**src/rtl/alu_dispatch_pkg.sv**
```systemverilog
// Shared definitions for the ALU dispatch path.
// Holds the ALU control encodings, the RV32 opcode/funct fields recognised
// by the decoder, the decoded-command struct shared with the ALU, and the
// dispatch buffer state encodings.
package alu_dispatch_pkg;

  // ALU control encodings
  localparam logic [2:0] ALU_AND = 3'd0;
  localparam logic [2:0] ALU_XOR = 3'd1;
  localparam logic [2:0] ALU_SLL = 3'd2;
  localparam logic [2:0] ALU_ADD = 3'd3;
  localparam logic [2:0] ALU_SUB = 3'd4;
  localparam logic [2:0] ALU_MUL = 3'd5;
  localparam logic [2:0] ALU_SRA = 3'd6;

  // Opcodes
  localparam logic [6:0] OPC_OP     = 7'b0110011;
  localparam logic [6:0] OPC_OP_IMM = 7'b0010011;
  localparam logic [6:0] OPC_LOAD   = 7'b0000011;
  localparam logic [6:0] OPC_STORE  = 7'b0100011;
  localparam logic [6:0] OPC_BRANCH = 7'b1100011;

  // funct7 values
  localparam logic [6:0] F7_BASE = 7'b0000000;
  localparam logic [6:0] F7_ALT  = 7'b0100000;
  localparam logic [6:0] F7_MUL  = 7'b0000001;

  // funct3 values
  localparam logic [2:0] F3_ADD = 3'b000;
  localparam logic [2:0] F3_SLL = 3'b001;
  localparam logic [2:0] F3_LSW = 3'b010;
  localparam logic [2:0] F3_XOR = 3'b100;
  localparam logic [2:0] F3_SR  = 3'b101;
  localparam logic [2:0] F3_AND = 3'b111;
  localparam logic [2:0] F3_BEQ = 3'b000;

  // Decoded command, MSB first: ctl, op1, op2, rd, flags
  typedef struct packed {
    logic [2:0]  ctl;
    logic [31:0] op1;
    logic [31:0] op2;
    logic [4:0]  rd;
    logic        reg_write;
    logic        mem_read;
    logic        mem_write;
    logic        branch;
    logic        illegal;
  } alu_cmd_t;

  // Dispatch buffer occupancy states
  localparam logic [1:0] ST_EMPTY = 2'd0;
  localparam logic [1:0] ST_ONE   = 2'd1;
  localparam logic [1:0] ST_FULL  = 2'd2;

  function automatic logic [31:0] sext12(input logic [11:0] imm);
    return {{20{imm[11]}}, imm};
  endfunction

endpackage

```
**src/rtl/alu_dispatch_decode.sv**
```systemverilog
// Purely combinational RV32 decoder: instruction word + register operands
// to an ALU command.
// Ports: inst (instruction word), rs1_data/rs2_data (register read data),
//        cmd (decoded command).
module alu_decode
  import alu_dispatch_pkg::*;
(
  input  logic [31:0] inst,
  input  logic [31:0] rs1_data,
  input  logic [31:0] rs2_data,
  output alu_cmd_t    cmd
);

  logic [6:0] opcode;
  logic [2:0] funct3;
  logic [6:0] funct7;
  // Register index field is resolved by the register file upstream.
  logic       unused_rs1_idx;

  assign opcode         = inst[6:0];
  assign funct3         = inst[14:12];
  assign funct7         = inst[31:25];
  assign unused_rs1_idx = ^inst[19:15];

  always_comb begin
    cmd     = '0;
    cmd.ctl = ALU_ADD;
    cmd.rd  = inst[11:7];
    case (opcode)
      OPC_OP: begin
        cmd.op1       = rs1_data;
        cmd.op2       = rs2_data;
        cmd.reg_write = 1'b1;
        case ({funct7, funct3})
          {F7_BASE, F3_AND}: cmd.ctl = ALU_AND;
          {F7_BASE, F3_XOR}: cmd.ctl = ALU_XOR;
          {F7_BASE, F3_SLL}: cmd.ctl = ALU_SLL;
          {F7_BASE, F3_ADD}: cmd.ctl = ALU_ADD;
          {F7_ALT,  F3_ADD}: cmd.ctl = ALU_SUB;
          {F7_MUL,  F3_ADD}: cmd.ctl = ALU_MUL;
          default:           cmd.illegal = 1'b1;
        endcase
      end
      OPC_OP_IMM: begin
        cmd.op1       = rs1_data;
        cmd.reg_write = 1'b1;
        if (funct3 == F3_ADD) begin
          cmd.op2 = sext12(inst[31:20]);
        end else if (funct3 == F3_SR && funct7 == F7_ALT) begin
          cmd.ctl = ALU_SRA;
          cmd.op2 = {27'd0, inst[24:20]};
        end else begin
          cmd.illegal = 1'b1;
        end
      end
      OPC_LOAD: begin
        cmd.op1       = rs1_data;
        cmd.op2       = sext12(inst[31:20]);
        cmd.reg_write = 1'b1;
        cmd.mem_read  = 1'b1;
        cmd.illegal   = (funct3 != F3_LSW);
      end
      OPC_STORE: begin
        cmd.op1       = rs1_data;
        cmd.op2       = sext12({inst[31:25], inst[11:7]});
        cmd.mem_write = 1'b1;
        cmd.illegal   = (funct3 != F3_LSW);
      end
      OPC_BRANCH: begin
        cmd.ctl     = ALU_SUB;
        cmd.op1     = rs1_data;
        cmd.op2     = rs2_data;
        cmd.branch  = 1'b1;
        cmd.illegal = (funct3 != F3_BEQ);
      end
      default: cmd.illegal = 1'b1;
    endcase
    // Unsupported encodings still travel downstream, but as an inert add.
    if (cmd.illegal) begin
      cmd         = '0;
      cmd.ctl     = ALU_ADD;
      cmd.rd      = inst[11:7];
      cmd.illegal = 1'b1;
    end
  end

endmodule

```
**src/rtl/alu_dispatch.sv**
```systemverilog
// Decode-and-dispatch stage: decodes an RV32 instruction and holds the
// resulting ALU command in a 2-entry skid buffer (main + skid) in front of
// the EX stage.
// Handshake: a transfer happens on a rising edge where valid and ready are
// both high; in_ready_o and out_valid_o come straight from flops, so neither
// depends combinationally on the other side's valid/ready.
// Ports: clk_i/rst_i (async active-high reset), in_valid_i/in_ready_o/inst_i/
//        rs1_data_i/rs2_data_i (upstream), flush_i (drop buffered entries),
//        out_valid_o/out_ready_i and command outputs (downstream),
//        state_o (buffer state for debug).
module alu_dispatch
  import alu_dispatch_pkg::*;
(
  input  logic        clk_i,
  input  logic        rst_i,
  input  logic        in_valid_i,
  output logic        in_ready_o,
  input  logic [31:0] inst_i,
  input  logic [31:0] rs1_data_i,
  input  logic [31:0] rs2_data_i,
  input  logic        flush_i,
  output logic        out_valid_o,
  input  logic        out_ready_i,
  output logic [2:0]  ctl_o,
  output logic [31:0] op1_o,
  output logic [31:0] op2_o,
  output logic [4:0]  rd_o,
  output logic        reg_write_o,
  output logic        mem_read_o,
  output logic        mem_write_o,
  output logic        branch_o,
  output logic        illegal_o,
  output logic [1:0]  state_o
);

  alu_cmd_t   dec_cmd;
  alu_cmd_t   main_q;
  alu_cmd_t   skid_q;
  logic [1:0] state_q;
  logic [1:0] state_d;
  logic       in_ready_q;
  logic       out_valid_q;
  logic       accept;
  logic       drain;

  alu_decode u_decode (
    .inst     (inst_i),
    .rs1_data (rs1_data_i),
    .rs2_data (rs2_data_i),
    .cmd      (dec_cmd)
  );

  assign accept = in_valid_i & in_ready_q;
  assign drain  = out_valid_q & out_ready_i;

  always_comb begin
    state_d = state_q;
    case (state_q)
      ST_EMPTY: if (accept) state_d = ST_ONE;
      ST_ONE: begin
        if (accept && !drain)      state_d = ST_FULL;
        else if (drain && !accept) state_d = ST_EMPTY;
      end
      ST_FULL:  if (drain) state_d = ST_ONE;
      default:  state_d = ST_EMPTY;
    endcase
    if (flush_i) state_d = ST_EMPTY;
  end

  always_ff @(posedge clk_i or posedge rst_i) begin
    if (rst_i) begin
      state_q     <= ST_EMPTY;
      in_ready_q  <= 1'b1;
      out_valid_q <= 1'b0;
      main_q      <= '0;
      skid_q      <= '0;
    end else begin
      state_q     <= state_d;
      // Ready/valid are registered copies of the next occupancy.
      in_ready_q  <= (state_d != ST_FULL);
      out_valid_q <= (state_d != ST_EMPTY);
      if (!flush_i) begin
        case (state_q)
          ST_EMPTY: if (accept) main_q <= dec_cmd;
          ST_ONE: begin
            if (accept && drain) main_q <= dec_cmd;
            else if (accept)     skid_q <= dec_cmd;
          end
          ST_FULL:  if (drain) main_q <= skid_q;
          default: ;
        endcase
      end
    end
  end

  assign in_ready_o  = in_ready_q;
  assign out_valid_o = out_valid_q;
  assign ctl_o       = main_q.ctl;
  assign op1_o       = main_q.op1;
  assign op2_o       = main_q.op2;
  assign rd_o        = main_q.rd;
  assign reg_write_o = main_q.reg_write;
  assign mem_read_o  = main_q.mem_read;
  assign mem_write_o = main_q.mem_write;
  assign branch_o    = main_q.branch;
  assign illegal_o   = main_q.illegal;
  assign state_o     = state_q;

endmodule
```
**config.mk**
```make
export PLATFORM = sky130hd
export DESIGN_NAME = alu_dispatch
export DESIGN_NICKNAME = d
export VERILOG_FILES = /design/src/rtl/alu_dispatch_pkg.sv /design/src/rtl/alu_dispatch_decode.sv /design/src/rtl/alu_dispatch.sv
export SDC_FILE = /design/constraint.sdc
export NUM_CORES = 1
export LEC_CHECK = 0
export ABC_AREA = 0
export CAP_MARGIN = 30
export CORE_MARGIN = 1
export CORE_UTILIZATION = 40
export DETAILED_ROUTE_END_ITERATION = 6
export PLACE_DENSITY = 0.66
export SYNTH_ARGS = -nofsm -noshare
export SYNTH_HDL_FRONTEND = slang
export SYNTH_SLANG_ARGS = --single-unit
```
**constraint.sdc**
```tcl
create_clock -name clk_i -period 6.7 [get_ports clk_i]
set_input_delay 1.34 -clock clk_i [delete_from_list [all_inputs] [get_ports clk_i]]
set_output_delay 1.34 -clock clk_i [all_outputs]
set_load 0.05 [all_outputs]
```
# Word level (Yosys, flattened, before mapping)
# Cells that the tools add are included.
dict set report totals {
  reg_bits 158
  in_bits 101
  output_inout_bits 81
  wordCells 88
}
dict set report op_classes {
  eq_ne 19
  n_mux 26
  bitwise_logic 4
  n_reduce_logical 18
}
# operator count
set op_table {}
lappend op_table {{77-bit two-way mux} 4}
lappend op_table {{64-bit one-hot mux with 4 select lines} 1}
lappend op_table {{77-bit one-hot mux with 3 select lines} 1}
lappend op_table {{32-bit two-way mux} 1}
lappend op_table {{7-bit by 6-bit == test with 1-bit output, second input constant} 3}
lappend op_table {{10-bit by 3-bit == test with 1-bit output, second input constant} 2}
lappend op_table {{3-bit one-hot mux with 5 select lines} 1}
lappend op_table {{10-bit by 1-bit == test with 1-bit output, second input constant} 1}
lappend op_table {{10-bit by 4-bit == test with 1-bit output, second input constant} 1}
lappend op_table {{10-bit by 9-bit == test with 1-bit output, second input constant} 1}
lappend op_table {{10-bit zero test} 1}
lappend op_table {{2-bit two-way mux} 5}
lappend op_table {{3-bit one-hot mux with 3 select lines} 1}
lappend op_table {{2-bit != test, second input constant} 4}
lappend op_table {{7-bit by 2-bit == test with 1-bit output, second input constant} 1}
lappend op_table {{7-bit by 5-bit == test with 1-bit output, second input constant} 1}
lappend op_table {{7-bit == test, second input constant} 1}
lappend op_table {{1-bit two-way mux} 7}
lappend op_table {{3-bit two-way mux} 2}
lappend op_table {{2-bit one-hot mux with 3 select lines} 1}
lappend op_table {{3-bit nonzero test} 2}
lappend op_table {{6-bit OR reduction} 1}
lappend op_table {{5-bit two-way mux} 1}
lappend op_table {{5-bit AND reduction} 1}
lappend op_table {{other kinds (15)} 22}

# Depth between registers and ports, before layout
dict set report depth {
  ltp_word 8
  depth_mapped 8
  depth_no_buf 6
}

# Modules after synthesis
# From an unflattened synthesis, not the netlist that was laid out.
dict set report unflattened {
  cells_unflattened 842
  area_unflattened_um2 8881.0
}
# mod n_inst cells_each area_each_um2 seq_area_each_um2
set by_module_without_submodules {}
lappend by_module_without_submodules {alu_dispatch 1 642 7553.5 3955.0}
lappend by_module_without_submodules {alu_decode 1 200 1327.5 0.0}

# Worst setup path before layout
# OpenSTA, ideal clock, no wires.
dict set report synth_path {
  kind {input to register}
  from {input port inst_i[12]}
  to {register main_q, in the netlist op1_o[21]}
  setup_ps 67
  t_arrival_ps 3205
  t_required_ps 6633
  slack_ps 3428
  stages 7
  path_buffers 2
  cell_sequence {buf_2 -> or3_4 -> o32a_1 -> a221o_1 -> nor3_4 -> buf_6 -> a221o_1}
}
dict set report synth_via {
  elab_chain_cells 8
}
# item line_no
set synth_lines {}
lappend synth_lines {{from (decl)} alu_dispatch.sv:18} ;# input logic [31:0] inst_i,
lappend synth_lines {{branches (longest 4 deep; another with 10-bit by 3-bit == test with 1-bit output)} --}
lappend synth_lines {{1-bit one-hot mux with 4 select lines *} alu_dispatch_decode.sv:29} ;# case (opcode)
lappend synth_lines {{77-bit two-way mux *} alu_dispatch_decode.sv:79} ;# if (cmd.illegal) begin
lappend synth_lines {{77-bit two-way mux, on equally long branches} {alu_dispatch.sv:86, alu_dispatch.sv:84}}
lappend synth_lines {{77-bit one-hot mux with 3 select lines *} alu_dispatch.sv:83} ;# case (state_q)
lappend synth_lines {{to (signal assigned)} alu_dispatch.sv:84} ;# ST_EMPTY: if (accept) main_q <= dec_cmd;
lappend synth_lines {{to (signal assigned)} alu_dispatch.sv:86} ;# if (accept && drain) main_q <= dec_cmd;
lappend synth_lines {{to (signal assigned)} alu_dispatch.sv:89} ;# ST_FULL: if (drain) main_q <= skid_q;
lappend synth_lines {{to (decl)} alu_dispatch.sv:37} ;# alu_cmd_t main_q;
# Mark *: on every way between the ends. The select of a mux whose other input is x is not followed.
# A chain may end at the register's enable or synchronous reset.

# Worst setup path in the final report
dict set report layout_path {
  from {input port inst_i[0]}
  to {register main_q, in the netlist op1_o[22]}
}
dict set report layout_via {
  elab_chain_cells 6
}
# item line_no
set layout_lines {}
lappend layout_lines {{7-bit by 6-bit == test with 1-bit output, or another cell as far along} alu_dispatch_decode.sv:29}
lappend layout_lines {{2-bit OR reduction (no line)} --}
lappend layout_lines {{64-bit one-hot mux with 4 select lines or 1-bit one-hot mux with 4 select lines (tied branches)} alu_dispatch_decode.sv:29}
lappend layout_lines {{77-bit two-way mux *} alu_dispatch_decode.sv:79}
lappend layout_lines {{77-bit two-way mux, on equally long branches} {alu_dispatch.sv:86, alu_dispatch.sv:84}}
lappend layout_lines {{77-bit one-hot mux with 3 select lines *} alu_dispatch.sv:83}
# Every way passes the cells marked *; elsewhere a longest branch is shown, timed or not. The select of a mux whose other input is x is not followed.

==> results.md <==
Outcome:
- The run finished with clean final reports.

Finish:
- Registers take just under 0.004 mm2.
- Summing all multi-input logic gate instances after layout gives between 0.002 and 0.003 mm2.
- The proportion of layout cells with a drive suffix above 1 is 6.92%.
- After filler insertion, the fill cell instance count of the layout stands at between 1000 and 1500.
- The antenna cell count is 0.
- The area growth from synthesis to layout is 35.2%.
- For this run, the share of the core covered by cells in the final layout is 55.6%.
- The final layout net count is a little over 900.

Floorplanning:
- The floorplan step defined a core boundary enclosing between 0.015 and 0.02 mm2.
- The die outline height is ~140 um.
- The total I/O pin count is 182.
- The total number of placement rows is 48.
- The initial utilization of the core area, before any placement, comes to 41.1%.
- The die covers around 0.018 mm2.
- The floorplan step set the die width to ~140 um.

Detailed routing:
- After detailed routing, the total wire length is slightly above 20 mm.
- The detailed-route DRC error count is 0.
- The count of routing violations after the opening detailed-route iteration is 498.
- In the final routed layout, each cell accounts on average for between 15 and 20 um.
- The routed length on met1 is just over 9 mm.
- The antenna violation net count after detailed routing is 0.
- The detailed-routed wire length on met3 is 1.43 mm.
- The routed layout has roughly 6200 vias.
- The met2 wirelength from detailed routing is 9.65 mm.
- The top layer reached by signal wires is met4.
- The number of detailed-routing iterations run before antenna repair is 5.
- The mean number of vias per cell is about 6.

Placed design:
- The congestion estimate from routability-driven global placement came to about 0.88.
- During placement, the flow inserted port buffers numbering between 150 and 200.
- The total half-perimeter wirelength after legalization and detailed placement is roughly 13 mm.

Flow run:
- The total of max-cap violations is 0.

Setup path:
- STA puts the critical path data required time at 7.05 ns.
- The worst-path cell with the longest stage delay is nor3_4.
- The maximum fanout along the worst path is 44.
- The worst register-to-register path has a setup slack of just under 4 ns.
- Counting cells, the worst reg-to-reg path comes to 7.
- The sum of buffers and inverters on the critical path is 2.
- The peak per-stage delay on the critical path is a little under 0.8 ns.
- In this run the critical register-to-register path is launched from in_ready_o$_DFF_PP1_.
- The signal on the critical path passes through clkdlybuf4s50_1, nor4bb_1, nand2b_1, o32a_1, a221o_1, nor3_4, buf_12, a221o_1.
- The cell repeated most along the worst path is a221o_1.
- The terminus of the critical flop-to-flop path is skid_q[54]$_DFFE_PP0P_.
- On the critical path the largest part of the delay comes from simple AND/OR/NAND/NOR gates.
- The end point of the critical path is op1_o[22]$_DFFE_PP0P_.
- The critical path endpoint category is a flip-flop.
- The start point of the critical path is inst_i[0].
- The type of the worst setup path is in -> reg.
- The critical path depth in cells is 8.
- STA classifies the critical path startpoint as an input pin.
- The critical path data arrival time is about 4.7 ns.

Timing:
- Based on the critical path, the design can be clocked at up to ~230 MHz.
- The slew of the pin with the lowest slew margin is just under 1 ns.
- The final hold violation count is 0.
- Adding up every negative setup slack in the final design gives 0 ns.
- The number of pins exceeding their max-slew limit in the final report is 0.
- After layout, the worst path uses between 60% and 70% of the clock period.
- For the finished layout, the period the worst path requires is around 4.3 ns.
- The tightest slew margin relative to the limit is between 30% and 40%.
- The clock skew after layout is 0.00560 ns.
- Setup repair after global routing left no endpoint under its margin.
- The number of endpoints failing setup at the final stage is 0.

Clocking:
- The latest clock arrival within the worst-skew pair is 0.41 ns.
- The clock tree from TritonCTS is yes.
- The clock transition time at the flip-flop clock pins of the worst setup and hold paths is approximately 0.06 ns.
- The number of buffers created by CTS is 17.
- The clock root buffer is clkbuf_16.
- The H-tree was split into 4 levels.
- The tree built by TritonCTS fans out to about 160 sinks.
- The clock passes through at most 2 buffers.
- The post-cts repair resize count is 0.
- The hold-fix buffer count after cts is 0.
- In this run the post-CTS setup repair buffer count came out at 0.

Logic synthesis:
- The portion of netlist area occupied by mux cells is less than 1%.
- Counting flops and latches in the post-synthesis netlist gives between 150 and 200.
- Sequential elements use around 55% of the synthesized area.
- In the post-synthesis netlist, the biggest area contributors are dfrtp_1 (55%), a221o_1 (8.6%), a22o_1 (7.5%).
- Dividing the synthesized area by the synthesized cell count gives about 11 um2.
- Counting every net in the synthesized netlist gives about 770.
- Summing the areas of all and, or, nand and nor instances in the mapped netlist gives 15.2% of the synthesized area.
- The Yosys warning count is 0.
- The post-synthesis adder-cell area fraction is 0%.
- The largest area contributor in the netlist is dfrtp_1.
- After Yosys synthesis, XOR and XNOR cells account for less than 1% of the synthesized area.
- The mapped netlist covers roughly 0.0071 mm2.
- The share of synthesized area in the top cell type comes to approximately 55%.
- The dominant combinational cell family by area after synthesis is compound AO/OA/AOI/OAI gates.
- The count of unique library cells instantiated by Yosys is 46.
- After synthesis, the share of flip-flops with an asynchronous set or reset is 100%.
- Yosys mapped a number of flops with a built-in enable equal to 0.
- The area fraction in compound gates after synthesis is between 20% and 30%.
- The most instantiated flip-flop cell in the synthesis netlist is dfrtp_1.
- Synthesis handed over a netlist of ~670 instances.

Worst hold path:
- The type of the most critical hold path is reg -> reg.

Pwr:
- The power after layout is between 2 and 2.5 mW.
- The power density normalized to cell area is about 250 mW/mm2.
- The leakage power total is roughly 4.4 nW.
- The maximum vdd drop is about 190 uV.

GRT:
- The total overflow left after global routing is 0.
- Entering global routing, the biggest net connects slightly above 80 pins.
- The global-route usage over all layers is roughly 23%.
- The number of antenna violations at the first check in global routing was 0.
- The first global-routing pass estimated around 33 mm of wire.
- The number of global-route vias before repair is between 6000 and 7000.
routing by layer:
| metal | vias up | GRT usage, % |
|---|---|---|
| met1 | 3078 | 31.2 |
| met2 | 303 | 36.9 |
| li1 | 2801 | - |
| met5 | - | 0 |
| met4 | 0 | 7.37 |
| met3 | 22 | 4.60 |
worst reg2reg max path, stage by stage (launching register included):
cell and delay [ns]:
dfstp_2 0.54, nand2_1 0.11, nor3_1 0.41, nand3_4 0.35, buf_16 0.33, nor2_4 0.11
buf_4 0.53, a22o_1 0.27
power by group:
part / internal (mW) / switching, mW
Clock: 0.526 / 0.402
Combinational: 0.162 / 0.291
Sequential: 1.01 / 0.0340
synthesized netlist by cell type (2+ instances only):
cell / count
dfrtp_1: 157
nand2_1: 89
a221o_1: 61
a22o_1: 61
and3_1: 61
clkbuf_1: 47
a21oi_1: 35
nor2_1: 34
o21ai_0: 17
nand3_1: 11
a31oi_1: 9
buf_2: 7
buf_6: 7
o22ai_1: 7
nor3_1: 6
mux2i_1: 5
nand2b_1: 5
a22oi_1: 4
nor2b_1: 4
a211oi_1: 3
inv_1: 3
o31ai_1: 3
xnor2_1: 3
a21o_1: 2
buf_1: 2
nor2_2: 2
nor4_1: 2
o21a_1: 2
through the flow:
step	cell area (um2)	hold WS (ns)	cells	worst slack, ns
2_1_floorplan	7130	0.430	667	1.10
3_3_place_gp	9000	0.444	1014	2.06
3_5_place_dp	9070	0.456	1017	1.92
4_1_cts	9640	0.470	1049	2.38
5_1_grt	9640	0.502	1049	2.15
6_report	9640	0.467	1049	2.36
flip-flops by register name, indices dropped and copies added, names as in the netlist:
signal       cells
branch_o         1
ctl_o            3
illegal_o        1
in_ready_o       1
mem_read_o       1
mem_write_o      1
op1_o           32
op2_o           32
out_valid_o      1
rd_o             5
reg_write_o      1
skid_q          77
state_o          2
placed cells by master (no fill, tap or decap), types with 4 or more instances in the layout:
cell and instances:
mux2i_1 5, clkdlybuf4s50_1 176, a31oi_1 9, a221o_1 61
and3_1 61, buf_4 8, clkbuf_16 17, o21ai_0 17
dfrtp_1 157, a21oi_1 33, clkinvlp_4 4, a22oi_1 4
nor2_1 34, o22ai_1 7, nand3_1 10, inv_6 6
a22o_1 61, nor3_1 6, nand2_1 89, nand2b_1 5
kinds of logic after synthesis:
kind of cell,count (synthesis)
flip-flops,158
AO/OA/AOI/OAI,212
buffers and inverters,66
multiplexers,6
XOR/XNOR,4
AND/OR/NAND/NOR,221
how the worst min path moves through the flow:
stage	from	end	slack, ns	depth (start not counted)
3_3_place_gp	skid_q[18]$_DFFE_PP0P_	skid_q[18]$_DFFE_PP0P_	0.44	2
5_1_grt	ctl_o[0]$_DFFE_PP0P_	ctl_o[0]$_DFFE_PP0P_	0.50	1
3_5_place_dp	skid_q[18]$_DFFE_PP0P_	skid_q[18]$_DFFE_PP0P_	0.46	2
2_1_floorplan	skid_q[15]$_DFFE_PP0P_	skid_q[15]$_DFFE_PP0P_	0.43	2
6_report	skid_q[18]$_DFFE_PP0P_	skid_q[18]$_DFFE_PP0P_	0.47	2
4_1_cts	skid_q[18]$_DFFE_PP0P_	skid_q[18]$_DFFE_PP0P_	0.47	2
area by class of cell:
class / instances / area share (%)
clock buffer: 18 / 4.55
timing repair buffer: 188 / 19.8
multi-input combinational: 443 / 30.2
tap: 225 / 2.92
inverter: 3 / 0.169
sequential: 158 / 41.0
clock inverter: 14 / 1.36
(Power assumes the default switching activity.)
